File: config.mk
export PLATFORM = sky130hd
export DESIGN_NAME = uart_rx_frame_flat
export DESIGN_NICKNAME = d
export VERILOG_FILES = /design/src/rtl/uart_rx_frame_pkg.sv /design/src/rtl/uart_rx_frame_if.sv /design/src/rtl/uart_rx_frame_sampler.sv /design/src/rtl/uart_rx_frame.sv /design/src/flat_wrapper.sv
export SDC_FILE = /design/constraint.sdc
export NUM_CORES = 1
export LEC_CHECK = 0
export BUFFER_PORTS_ARGS = -buffer_cell sky130_fd_sc_hd__buf_2
export CAP_MARGIN = 20
export CORE_ASPECT_RATIO = 0.7
export CORE_UTILIZATION = 35
export CTS_CLUSTER_SIZE = 8
export DETAILED_ROUTE_END_ITERATION = 8
export GPL_TIMING_DRIVEN = 0
export SYNTH_ARGS = -nofsm -noshare
export SYNTH_HDL_FRONTEND = slang
export SYNTH_HIERARCHICAL = 1
export SYNTH_SLANG_ARGS = --single-unit
export TNS_END_PERCENT = 5
File: constraint.sdc
create_clock -name clk -period 2.6 [get_ports clk]
set_clock_uncertainty 0.15 [all_clocks]
set_input_delay 0.52 -clock clk [delete_from_list [all_inputs] [get_ports clk]]
set_output_delay 0.52 -clock clk [all_outputs]
set_load 0.01 [all_outputs]
File: src/rtl/uart_rx_frame_pkg.sv
//============================================================================
// Module   : uart_rx_frame_pkg
// Desc     : Shared UART receiver types: FSM states, default bit period and
//            the parity helper shared with the transmit side.
// Revision : 1.0
//============================================================================
`default_nettype none

package uart_rx_frame_pkg;

    typedef enum logic [2:0] {
        RX_IDLE   = 3'd0,
        RX_START  = 3'd1,
        RX_DATA   = 3'd2,
        RX_PARITY = 3'd3,
        RX_STOP   = 3'd4
    } rx_state_t;

    localparam int C_BR_DEFAULT = 434;

    // Zero-extending the data word does not change its parity.
    function automatic logic par(input logic [63:0] data, input logic odd);
        return odd ? ~^data : ^data;
    endfunction

endpackage

`default_nettype wire

File: src/rtl/uart_rx_frame_if.sv
//============================================================================
// Module   : uart_rx_frame_if
// Desc     : Valid/ready output register bundle of the UART receiver.
// Revision : 1.0
//============================================================================
`default_nettype none

interface uart_rx_frame_if #(
    parameter int DATA_WIDTH = 8
) ();

    logic [DATA_WIDTH-1:0] rx_data;
    logic                  rx_vld;
    logic                  rx_rdy;
    logic                  parity_err;
    logic                  frame_err;

    modport master (
        output rx_data,
        output rx_vld,
        output parity_err,
        output frame_err,
        input  rx_rdy
    );

    modport slave (
        input  rx_data,
        input  rx_vld,
        input  parity_err,
        input  frame_err,
        output rx_rdy
    );

endinterface

`default_nettype wire

File: src/rtl/uart_rx_frame_sampler.sv
//============================================================================
// Module   : uart_rx_frame_sampler
// Desc     : rx synchroniser, falling-edge detect and mid-bit 3-sample vote.
// Revision : 1.0
//============================================================================
`default_nettype none

module uart_rx_frame_sampler #(
    parameter int BR = 434
) (
    input  logic                  clk,
    input  logic                  rst_n,
    input  logic                  rx,
    input  logic [$clog2(BR)-1:0] br_cnt,
    output logic                  fall,
    output logic                  bit_val,
    output logic                  bit_dec
);

    localparam int            CW    = $clog2(BR);
    localparam logic [CW-1:0] C_S0  = CW'(BR / 2 - 1);
    localparam logic [CW-1:0] C_S1  = CW'(BR / 2);
    localparam logic [CW-1:0] C_DEC = CW'(BR / 2 + 1);

    logic r_sync1;
    logic r_rx_s;
    logic r_rx_s_d;
    logic r_s0;
    logic r_s1;

    always_ff @(posedge clk or negedge rst_n) begin
        if (!rst_n) begin
            r_sync1  <= 1'b1;
            r_rx_s   <= 1'b1;
            r_rx_s_d <= 1'b1;
            r_s0     <= 1'b1;
            r_s1     <= 1'b1;
        end else begin
            r_sync1  <= rx;
            r_rx_s   <= r_sync1;
            r_rx_s_d <= r_rx_s;
            if (br_cnt == C_S0) r_s0 <= r_rx_s;
            if (br_cnt == C_S1) r_s1 <= r_rx_s;
        end
    end

    // Third sample is the live synchronised value on the decision cycle.
    assign fall    = ~r_rx_s & r_rx_s_d;
    assign bit_dec = (br_cnt == C_DEC);
    assign bit_val = (r_s0 & r_s1) | (r_s0 & r_rx_s) | (r_s1 & r_rx_s);

endmodule

`default_nettype wire

File: src/rtl/uart_rx_frame.sv
//============================================================================
// Module   : uart_rx_frame
// Desc     : UART receiver: frame FSM, bit counters and valid/ready output
//            register with parity, framing and overrun reporting.
// Revision : 1.0
//============================================================================
`default_nettype none

module uart_rx_frame
    import uart_rx_frame_pkg::*;
#(
    parameter int BR         = C_BR_DEFAULT,
    parameter int DATA_WIDTH = 8,
    parameter int PARITY_EN  = 1,
    parameter int PARITY_ODD = 1
) (
    input  logic             clk,
    input  logic             rst_n,
    input  logic             rx,
    uart_rx_frame_if.master  rx_if,
    output logic             overrun,
    output logic             busy
);

    localparam int            CW         = $clog2(BR);
    localparam int            BW         = (DATA_WIDTH > 1) ? $clog2(DATA_WIDTH) : 1;
    localparam logic [CW-1:0] C_LAST     = CW'(BR - 1);
    localparam logic [BW-1:0] C_BIT_LAST = BW'(DATA_WIDTH - 1);

    rx_state_t             r_state;
    logic [CW-1:0]         r_br_cnt;
    logic [BW-1:0]         r_bit_cnt;
    logic [DATA_WIDTH-1:0] r_shreg;
    logic                  r_par_bit;
    logic [DATA_WIDTH-1:0] r_rx_data;
    logic                  r_rx_vld;
    logic                  r_parity_err;
    logic                  r_frame_err;
    logic                  r_overrun;

    logic w_fall;
    logic w_bit_val;
    logic w_bit_dec;
    logic w_wrap;

    uart_rx_frame_sampler #(.BR(BR)) u_sampler (
        .clk     (clk),
        .rst_n   (rst_n),
        .rx      (rx),
        .br_cnt  (r_br_cnt),
        .fall    (w_fall),
        .bit_val (w_bit_val),
        .bit_dec (w_bit_dec)
    );

    assign w_wrap = (r_br_cnt == C_LAST);

    always_ff @(posedge clk or negedge rst_n) begin
        if (!rst_n) begin
            r_state      <= RX_IDLE;
            r_br_cnt     <= '0;
            r_bit_cnt    <= '0;
            r_shreg      <= '0;
            r_par_bit    <= 1'b0;
            r_rx_data    <= '0;
            r_rx_vld     <= 1'b0;
            r_parity_err <= 1'b0;
            r_frame_err  <= 1'b0;
            r_overrun    <= 1'b0;
        end else begin
            r_overrun <= 1'b0;
            if (r_rx_vld && rx_if.rx_rdy) r_rx_vld <= 1'b0;

            if (r_state == RX_IDLE) r_br_cnt <= '0;
            else                    r_br_cnt <= w_wrap ? '0 : r_br_cnt + CW'(1);

            case (r_state)
                RX_IDLE: begin
                    if (w_fall) r_state <= RX_START;
                end
                RX_START: begin
                    if (w_bit_dec && w_bit_val) begin
                        r_state  <= RX_IDLE;
                        r_br_cnt <= '0;
                    end else if (w_wrap) begin
                        r_state   <= RX_DATA;
                        r_bit_cnt <= '0;
                    end
                end
                RX_DATA: begin
                    if (w_bit_dec) r_shreg[r_bit_cnt] <= w_bit_val;
                    if (w_wrap) begin
                        if (r_bit_cnt == C_BIT_LAST)
                            r_state <= (PARITY_EN != 0) ? RX_PARITY : RX_STOP;
                        else
                            r_bit_cnt <= r_bit_cnt + BW'(1);
                    end
                end
                RX_PARITY: begin
                    if (w_bit_dec) r_par_bit <= w_bit_val;
                    if (w_wrap)    r_state   <= RX_STOP;
                end
                RX_STOP: begin
                    // Leave early so a start edge half a bit later is still seen.
                    if (w_bit_dec) begin
                        r_state  <= RX_IDLE;
                        r_br_cnt <= '0;
                        if (r_rx_vld && !rx_if.rx_rdy) begin
                            r_overrun <= 1'b1;
                        end else begin
                            r_rx_data    <= r_shreg;
                            r_rx_vld     <= 1'b1;
                            r_frame_err  <= ~w_bit_val;
                            r_parity_err <= (PARITY_EN != 0) &&
                                            (r_par_bit != par(64'(r_shreg), PARITY_ODD != 0));
                        end
                    end
                end
                default: r_state <= RX_IDLE;
            endcase
        end
    end

    assign rx_if.rx_data    = r_rx_data;
    assign rx_if.rx_vld     = r_rx_vld;
    assign rx_if.parity_err = r_parity_err;
    assign rx_if.frame_err  = r_frame_err;
    assign overrun          = r_overrun;
    assign busy             = (r_state != RX_IDLE);

endmodule

`default_nettype wire

File: src/flat_wrapper.sv
// flat-port wrapper written by rule: the top's interface ports become plain ports
module uart_rx_frame_flat import uart_rx_frame_pkg::*;
#(
    parameter int BR         = C_BR_DEFAULT,
    parameter int DATA_WIDTH = 8,
    parameter int PARITY_EN  = 1,
    parameter int PARITY_ODD = 1
)
  (clk, rst_n, rx, overrun, busy, rx_if_rx_data, rx_if_rx_vld, rx_if_parity_err, rx_if_frame_err, rx_if_rx_rdy);
  uart_rx_frame_if #(.DATA_WIDTH(DATA_WIDTH)) rx_if_i ();
  input  logic clk;
  input  logic rst_n;
  input  logic rx;
  output logic overrun;
  output logic busy;
  output wire logic [$bits(rx_if_i.rx_data)-1:0] rx_if_rx_data;
  output wire logic [$bits(rx_if_i.rx_vld)-1:0] rx_if_rx_vld;
  output wire logic [$bits(rx_if_i.parity_err)-1:0] rx_if_parity_err;
  output wire logic [$bits(rx_if_i.frame_err)-1:0] rx_if_frame_err;
  input wire logic [$bits(rx_if_i.rx_rdy)-1:0] rx_if_rx_rdy;
  assign rx_if_rx_data = rx_if_i.rx_data;
  assign rx_if_rx_vld = rx_if_i.rx_vld;
  assign rx_if_parity_err = rx_if_i.parity_err;
  assign rx_if_frame_err = rx_if_i.frame_err;
  assign rx_if_i.rx_rdy = rx_if_rx_rdy;
  uart_rx_frame #(.BR(BR), .DATA_WIDTH(DATA_WIDTH), .PARITY_EN(PARITY_EN), .PARITY_ODD(PARITY_ODD)) u_core (.clk(clk), .rst_n(rst_n), .rx(rx), .rx_if(rx_if_i), .overrun(overrun), .busy(busy));
endmodule
; ---- Yosys cells after proc, flatten, opt, wreduce, memory -nomap -nowiden
; Index checks and enable logic that the tools add are counted.
[totals]
register_bits = 41
latchBits = 0
mem_bits_rw = 0
mem_bits_ro = 0
inputBits = 4
output_inout_bits = 13
wordCells = 89
mem_count = 0
[op_classes]
n_addsub = 2
multipliers = 0
div_mod_pow = 0
magnitude_cmp = 2
n_eq_ne = 19
shift = 0
n_mux = 28
bitwise_logic = 9
reduce_logical = 14
[ops]
columns = operator, count
row1 = $reduce_xnor A64 Y1, 1
row2 = $mux W9, 4
row3 = $mux W3, 11
row4 = $eq A9 B8 Y1 const B, 3
row5 = $pmux W9 S2, 1
row6 = $pmux W3 S5, 1
row7 = $ne A2 B1 Y1 const B, 5
row8 = $add A9 B1 Y9 const B, 1
row9 = $eq A9 B9 Y1 const B, 1
row10 = $bwmux W8, 1
row11 = $mux W1, 8
row12 = $eq A3 B2 Y1 const B, 2
row13 = $eq A3 B3 Y1 const B, 2
row14 = $ne A2 B2 Y1 const B, 3
row15 = $pmux W3 S2, 1
row16 = $reduce_and A6 Y1, 1
row17 = $reduce_and A5 Y1, 1
row18 = $and A1 B1 Y1, 4
row19 = $logic_and A1 B1 Y1, 4
row20 = $lt A3 B4 Y1 const B, 1
row21 = $reduce_and A2 Y1, 2
row22 = $add A3 B1 Y3 const B, 1
row23 = $demux W1 S3, 1
row24 = $eq A3 B1 Y1 const B, 1
row25 = other kinds (10), 13

; ---- Depth between registers and ports, before layout
; Gate-level depths: netlist (run 1).
[depth]
depth_word = 6
depth_mapped = 6
mapped_depth_nobuf = 6

; ---- Cells and area by module
; Netlist (run 1), hierarchy kept.
[by_module_without_submodules]
columns = module, instances, cells_per_inst, area_each_um2, seq_area_each_um2
row1 = uart_rx_frame, 1, 149, 1755.4, 900.9
row2 = uart_rx_frame_sampler, 1, 15, 230.2, 131.4

; ---- Least setup slack after synthesis (run 1)
; Ideal clock, no wire load.
[synth_timing]
path_type = register -> register
start = reg u_core.r_br_cnt[2]
end = reg u_core.r_shreg[7]
setup_ns = 0.127
t_arrival_ns = 2.229
required_time_ns = 2.323
setup_slack_ns = 0.093
stages_incl_launch_ff = 7
path_buffers = 0
synth_period_minus_slack_ns = 2.507
cell_sequence = dfrtp_1 nand4bb_4 nor4b_1 and2b_1 and4b_1 nand3_1 mux2_1
[synth_between]
elab_chain_cells = 2
[synth_lines]
columns = item, line_no
row1 = "start, declared", uart_rx_frame.sv:31  ; logic [CW-1:0] r_br_cnt;
row2 = "start signal, assigned", uart_rx_frame.sv:75  ; else r_br_cnt <= w_wrap ? '0 : r_br_cnt + CW'(1);
row3 = $eq A9 B8 Y1, uart_rx_frame_sampler.sv:49  ; assign bit_dec = (br_cnt == C_DEC);
row4 = net u_core.w_bit_dec, uart_rx_frame.sv:43  ; logic w_bit_dec;
row5 = $reduce_and A2 Y1 (no source line), -
row6 = "end signal, assigned by index", uart_rx_frame.sv:91  ; if (w_bit_dec) r_shreg[r_bit_cnt] <= w_bit_val;
row7 = "end, declared", uart_rx_frame.sv:33  ; logic [DATA_WIDTH-1:0] r_shreg;
; The timed path passes the listed nets, and every way through them passes these cells.
; A chain may end at the register's enable or synchronous reset.

; ---- Final worst setup path (run 1)
[layout_timing]
start = reg u_core.r_br_cnt[2]
end = reg u_core.r_shreg[5]
; The elaborated chain is that of the path after synthesis.

==> metrics.md, run 1 <==
| Metric | Value |
|---|---|
| CP Data Arrival Time | 2.47 ns |
| Placed Cells incl. Taps | between 200 and 300 |
| Die width | ~90 um |
| Cell Pwr Density | roughly 490 nW/um2 |
| Critical Setup Path Class | reg -> reg |
| Largest family of logic cells by synthesized area | simple AND/OR/NAND/NOR gates |
| GR Util All Layers | around an eighth |
| DRC errors left | 0 |
| Final Hold Viols | 0 |
| Antenna viol nets, final | 0 |
| Top-area cell type share of the netlist area | between 40% and 50% |
| Required time of the critical path | 2.62 ns |
| Sequence of cells on the critical path | nand4bb_4 -> nor4b_4 -> and2b_1 -> and4b_1 -> nand3b_1 -> mux2_1 |
| Clock sink count | slightly above 40 |
| CP max stage cell | nor4b_4 |
| Status | finished, final reports clean |
| Worst-path fanout max | 7 |
| Final critical-path share of the clock period | 94.10% |
| Worst R2R Path Depth | 6 |
| Leading post-synthesis cells by cell area | dfrtp_1, mux2_1, dfstp_2 |
| Final #Nets | slightly below 200 |
| Most frequent cell after synthesis | dfrtp_1 |
| CP Launch Type | register |
| GPL Wtd Cong | roughly 0.77 |
| Cells on Worst Hold Path | 1 |
| Longest Clk Path Bufs | 2 |
| Total CTS buffers | 5 |
| EDFF count, synth | 0 |
| Grt ovf | 0 |
| Core Rows | 22 |
| Cts hold-fix bufs | 0 |
| Area of the mapped netlist | approximately 2000 um2 |
| Mapped Cells | ~160 |
| Design Area, Final | 2256 um2 |
| DRT Wirelength | roughly 3.4 mm |
| Placed cell area | 2156 um2 |
| Util after Layout | ~42% |
| Synth area leader | dfrtp_1 |
| Slew @ Worst Pin | 0.8803 ns |
| TritonRoute pass-1 iters | 4 |
| Avg Cell Area, Syn | around 12 um2 |
| F_max | between 0.4 and 0.5 GHz |
| Clk slew on worst S/H paths | roughly 0.07 ns |
| CP endpoint kind | register |
| Delay-heaviest family, CP | simple AND/OR/NAND/NOR gates |
| Xor/xnor share of the synthesized area | 6.868% |
| Hold WC Path Type | in -> reg |
| Finished Layout Cells | between 200 and 300 |
| Placeable Area | 5340 um2 |
| Netlist cell types | 39 |
| Post-synthesis mux area share | about 15% |
| Initial Utilization | a little under two fifths |
| Primary FF master, synth | dfrtp_1 |
| Global-route wire length before repair | 5.878 mm |
| Initial antenna violation count | 0 |
| Via count | between 1,000 and 1,500 |
| Via-per-instance ratio | roughly 4.9 |
| CTS tree | built |
| Largest net degree at the start of global routing | 42 |
| Pleak | about 1.1 nW |
| FF+latch count, synth | 41 |
| Root buffer cell | clkbuf_8 |
| Crit. path cell count | 6 |
| Fraction of layout cells with a size suffix above 1 | a little under a quarter |
| Slew Limit Headroom | roughly two fifths |
| RSZ-0062 raised after global routing | no |
| Num ports | 17 |
| Synth cell count leaders | dfrtp_1, nor2_1, mux2_1 |
| Post-DP HPWL | approximately 2.4 mm |
| I/O Buffers | 16 |
| Max cap viols | 0 |
| Die area | between 5000 and 6000 um2 |
| Ys Warns | 6 |
| Synth-to-Final Area Change | 13.61% |
| Initial DRC Count | 80 |
| Register area share after synthesis | roughly 52% |
| VDD IR max | between 0.0002 and 0.00025 V |
| WL per Instance | 12.91 um |
| Adder-cell area share of the yosys netlist | approximately 3% |
| Buf+Inv Stages, Crit Path | 0 |
| Compound-Gate Fraction of Synth Area | under 10% |
| Post-Syn Nets | about 170 |
| Endpoints failing setup | 0 |
| Antenna cells | 0 |
| Fillers | about 540 |
| H-Tree Level Count | 2 |
| Die height | between 60 and 70 um |
| FF-to-FF setup slack | ~0.15 ns |
| Vias in the first global route | 1,157 |
| Final Critical Period | between 2 and 2.5 ns |
| Ys async rst share | 100.0% |
| Insertion delay to the later sink of the worst-skew pair | between 0.2 and 0.3 ns |
| CP peak stage delay | 0.46 ns |
| Pins Over Slew Limit | 0 |
| Synth Area in Simple Gates | a little under a fifth |
-- metrics by stage --
stage / total power (W) / hold WS (ns) / setup TNS, ns / setup WS [ns]
floorplan: 0.0006897 / 0.07441 / 0 / 0.09309
global placement: 0.0007144 / 0.1962 / -8.177 / -0.3879
detailed placement: 0.0007139 / 0.1970 / -7.095 / -0.3525
CTS: 0.001118 / 0.1675 / 0 / 0.01582
global route: 0.001150 / 0.1611 / 0 / 0.01231
finish: 0.001095 / 0.1795 / 0 / 0.1535
-- placed cells by master, fill, tap and decap left out, drive strengths merged, types with 2 or more instances in the layout --
cell type  count
a2bb2oi        2
and4b          2
buf           20
clkbuf        10
dfrtp         36
dfstp          5
ha             4
inv            2
mux2          22
mux2i          3
nand2         10
nand2b         2
nand3          6
nand3b         3
nand4          4
nor2          17
nor2b          2
nor3b          5
nor4           2
o21ai          3
or3            2
xnor2          8
xor2           5
-- sequential cells by signal, indices dropped and copies added (netlist names), 3 cells and up --
| register | flops |
|---|---|
| u_core/r_state | 3 |
| u_core/r_shreg | 8 |
| u_core/r_bit_cnt | 3 |
| u_core/r_br_cnt | 9 |
| u_core/rx_if.rx_data | 8 |
-- timing repair --
action	in CTS	in global routing
endpoints found under the setup margin	29	22
setup buffers	0	0
gates resized for setup	2	1
-- area by class of cell --
type / count / area, um2 / area share [%]
inverters: 2 / 7.507 / 0.3328
flip-flops and latches: 41 / 1032 / 45.76
clock buffers: 7 / 76.32 / 3.383
well taps: 72 / 90.09 / 3.993
plain buffers: 7 / 31.28 / 1.387
repair buffers: 16 / 80.08 / 3.550
multi-input cells: 114 / 933.4 / 41.38
clock inverters: 1 / 5.005 / 0.2219
-- layer usage --
| metal | up-vias | track usage [%] | routed length [um] |
|---|---|---|---|
| met5 | - | 0 | 0 |
| met3 | 3 | 3.286 | 97 |
| met1 | 611 | 20.28 | 1858 |
| met4 | 0 | 5.273 | 17 |
| li1 | 627 | - | - |
| met2 | 21 | 16.42 | 1383 |
-- worst register-to-register path: cells and delay by family (launching register included) --
kind | cells | cell delay, ns
DFF | 1 | 0.44
muxes | 1 | 0.32
and+or+nand+nor | 5 | 1.43
-- cells by family after synthesis --
kind of cell,after synthesis
flip-flops,41
buffers and inverters,9
multiplexers,25
adder cells (fa/ha/maj),5
AO/OA/AOI/OAI,9
XOR/XNOR,14
AND/OR/NAND/NOR,61
-- worst paths after layout --
path / end / start
setup / recovery: u_core/r_shreg[5] / u_core/r_br_cnt[2]
hold / removal: u_core/u_sampler/r_sync1 / rx
setup reg to reg: u_core/r_shreg[5] / u_core/r_br_cnt[2]
hold reg to reg: u_core/u_sampler/r_rx_s / u_core/u_sampler/r_sync1
max in group asynchronous: u_core/r_par_bit / rst_n
min in group asynchronous: u_core/r_shreg[1] / rst_n
-- where the power goes --
part | leakage [nW] | switching (W) | total [W] | internal [W]
Clock | 0.0422 | 0.000205 | 0.000394 | 0.000188
Combinational | 0.490 | 0.0000307 | 0.0000461 | 0.0000154
Sequential | 0.554 | 0.00000913 | 0.000655 | 0.000646
Total | 1.09 | 0.000245 | 0.00110 | 0.000850
Power figures use the tool's default switching activity.
==> run 2: changes to the inputs <==
--- a/config.mk
+++ b/config.mk
@@ -7,11 +7,14 @@
 export LEC_CHECK = 0
 export BUFFER_PORTS_ARGS = -buffer_cell sky130_fd_sc_hd__buf_2
 export CAP_MARGIN = 20
+export CELL_PAD_IN_SITES_DETAIL_PLACEMENT = 1
+export CELL_PAD_IN_SITES_GLOBAL_PLACEMENT = 2
 export CORE_ASPECT_RATIO = 0.7
 export CORE_UTILIZATION = 35
 export CTS_CLUSTER_SIZE = 8
 export DETAILED_ROUTE_END_ITERATION = 8
 export GPL_TIMING_DRIVEN = 0
+export PLACE_DENSITY_LB_ADDON = 0.1
 export SYNTH_ARGS = -nofsm -noshare
 export SYNTH_HDL_FRONTEND = slang
 export SYNTH_HIERARCHICAL = 1
==> metrics.md, run 2 (same netlist as run 1, synthesis figures left out) <==
| Metric | Value |
|---|---|
| Max cap viols | 0 (unchanged) |
| Post-DP HPWL | 3.111 mm (+28%) |
| Clock sink count | 41 (unchanged) |
| Fillers | 606 (+13%) |
| Final Hold Viols | 0 (unchanged) |
| Setup tns final | 0 ns (unchanged) |
| F_max | 0.4122 GHz (+0.84%) |
| Initial Utilization | 37.18% (unchanged) |
| Share of power burned in the clock network | 39.4% (+3.4 points) |
| Final Critical Period | 2.426 ns (-0.02033 ns) |
| Switching fraction of total power | 22.58% (+0.19 points) |
| Sequence of cells on the critical path | nand3b_1 -> nor4b_4 -> buf_4 -> and2b_1 -> and4b_1 -> nand3b_1 -> mux2_1 |
| Sw power | 0.0002631 W (+7.3%) |
| DRC errors left | 0 (unchanged) |
| Num ports | 17 (unchanged) |
| GPL Wtd Cong | 0.7504 (-2.1%) |
| Worst-path fanout max | 6 (-1) |
| CP max stage cell | dfrtp_1 |
| Pleak | 1.109 nW (+2.1%) |
| Antenna cells | 0 (unchanged) |
| RSZ-0062 raised after global routing | no |
| Global-route wire length before repair | 7.396 mm (+26%) |
| Critical Setup Path Class | reg -> reg |
| Core Rows | 22 (unchanged) |
| WL per Instance | 16.06 um (+24%) |
| Required time of the critical path | 2.63 ns (about the same) |
| Endpoints failing setup | 0 (unchanged) |
| CP peak stage delay | 0.45 ns (about the same) |
| CP endpoint kind | register |
| Finished Layout Cells | 262 (+0.77%) |
| Setup WS pre-CTS | -0.5246 ns (-0.1721 ns) |
| Crit. path cell count | 7 (+1) |
| Most frequent cells in the layout | dfrtp_1, buf_2, nor2_1 |
| Worst Hold Slack | 0.1682 ns (-0.01134 ns) |
| Seq pwr share | 56.4% (-3.4 points) |
| Antenna viol nets, final | 0 (unchanged) |
| Via count | 1,317 (+4.4%) |
| Die width | 92.03 um (unchanged) |
| Slew Limit Headroom | 40.17% (-1.1 points) |
| FF-to-FF setup slack | 0.17 ns (+0.02 ns) |
| Area of the multi-input gates | 933.4 um2 (unchanged) |
| Vias in the first global route | 1,391 (+20%) |
| Placed Cells incl. Taps | 252 (unchanged) |
| Status | finished, final reports clean |
| Cell Pwr Density | 508.5 nW/um2 (+4.7%) |
| Total CTS buffers | 5 (unchanged) |
| Pins Over Slew Limit | 0 (unchanged) |
| Fraction of layout cells with a size suffix above 1 | 25.79% (+1.9 points) |
| Worst R2R Path Depth | 7 (+1) |
| Buf+Inv Stages, Crit Path | 1 (+1) |
| Placed cell area | 2156 um2 (unchanged) |
| Hold WC Path Type | in -> reg |
| Design Area, Final | 2291 um2 (+1.6%) |
| Top reg by flops | u_core/r_br_cnt |
| Cells on Worst Hold Path | 1 (unchanged) |
| Via-per-instance ratio | 5.027 (+3.6%) |
| Final #Nets | 197 (+1.0%) |
| Grt ovf | 0 (unchanged) |
| Delay-heaviest family, CP | simple AND/OR/NAND/NOR gates |
| Initial DRC Count | 55 (-31%) |
| Die height | 65.02 um (unchanged) |
| Longest Clk Path Bufs | 2 (unchanged) |
| Largest net degree at the start of global routing | 42 (unchanged) |
| Logic pwr share | 4.2% (about the same) |
| CTS tree | built |
| DRT Wirelength | 4.208 mm (+25%) |
| H-Tree Level Count | 2 (unchanged) |
| TritonRoute pass-1 iters | 4 (unchanged) |
| Cts hold-fix bufs | 0 (unchanged) |
| Slew @ Worst Pin | 0.8975 ns (+0.01712 ns) |
| Internal power | 0.0009018 W (+6.1%) |
| Most common cell after layout, fill and taps aside | dfrtp_1 |
| Storage element area | 1032 um2 (unchanged) |
| Root buffer cell | clkbuf_8 |
| Final critical-path share of the clock period | 93.31% (-0.78 points) |
| Clk slew on worst S/H paths | 0.08 ns (about the same) |
| PnR worst setup slack | 0.1738 ns (+0.02033 ns) |
| I/O Buffers | 16 (unchanged) |
| CP Data Arrival Time | 2.46 ns (about the same) |
| Initial antenna violation count | 0 (unchanged) |
| Placeable Area | 5340 um2 (unchanged) |
| GR Util All Layers | 16.63% (+3.7 points) |
| CP Launch Type | register |
| VDD IR max | 0.0002751 V (+12%) |
| Synth-to-Final Area Change | 15.38% |
| Max FFs per register | 9 (unchanged) |
| Insertion delay to the later sink of the worst-skew pair | 0.29 ns (about the same) |
| CP dominant cell by count | nand3b_1 |
| Die area | 5983 um2 (unchanged) |
-- run 2: changes by cell type in the layout (fill, tap and decap cells not counted), sizes merged --
cell / previous run / this run
buf: 20 / 22
-- run 2: final cells by class --
| cell class | instances | area share, % |
|---|---|---|
| clock buffer | 7 | 4.205 |
| tap | 72 | 3.932 |
| buffer | 7 | 1.365 |
| sequential | 41 | 45.06 |
| timing repair buffer | 18 | 4.151 |
| inverter | 2 | 0.3277 |
| multi-input combinational | 114 | 40.74 |
| clock inverter | 1 | 0.2185 |
-- run 2: power by group through the flow --
stage / logic (W) / registers (W) / clock network [W]
detailed placement: 0.0000508 / 0.000668 / 0
global placement: 0.0000478 / 0.000667 / 0
finish: 0.0000491 / 0.000657 / 0.000459
global route: 0.0000569 / 0.000659 / 0.000512
floorplan: 0.0000247 / 0.000665 / 0
CTS: 0.0000519 / 0.000657 / 0.000476
-- run 2: final timing paths --
kind | endpoint | from
setup / recovery | u_core/r_shreg[3] | u_core/r_br_cnt[5]
hold / removal | u_core/u_sampler/r_sync1 | rx
setup reg to reg | u_core/r_shreg[3] | u_core/r_br_cnt[5]
hold reg to reg | u_core/u_sampler/r_rx_s | u_core/u_sampler/r_sync1
max in group asynchronous | u_core/r_state[2] | rst_n
min in group asynchronous | u_core/rx_if.rx_data[5] | rst_n
-- run 2: what timing repair did --
item,4_1_cts,5_1_grt
setup endpoints to repair,32,6
resized for setup,3,0
cloned,0,0
pin swaps,0,1
hold endpoints to repair,0,0
buffers inserted,0,2
-- run 2: worst register-to-register path: cells and delay by family, from the launching register on --
family	cells	cell delay, ns
AND/OR/NAND/NOR	5	1.22
flip-flops	1	0.45
multiplexers	1	0.33
buffers and inverters	1	0.18
-- run 2: through the flow --
step	utilization [%]	power, W
6_report	42.90	0.001165
5_1_grt	42.90	0.001228
4_1_cts	42.62	0.001185
3_5_place_dp	40.37	0.0007190
3_3_place_gp	40.37	0.0007153
2_1_floorplan	-	0.0006897
-- run 2: metal layers --
metal | part of all wire [%] | GRT usage, % | routed length [um] | vias up
li1 | - | - | - | 625
met1 | 56 | 24.83 | 2338 | 675
met2 | 41 | 22.85 | 1713 | 15
met3 | 3.2 | 5.399 | 134 | 2
met4 | 0.52 | 4.102 | 22 | 0
met5 | 0 | 0 | 0 | -
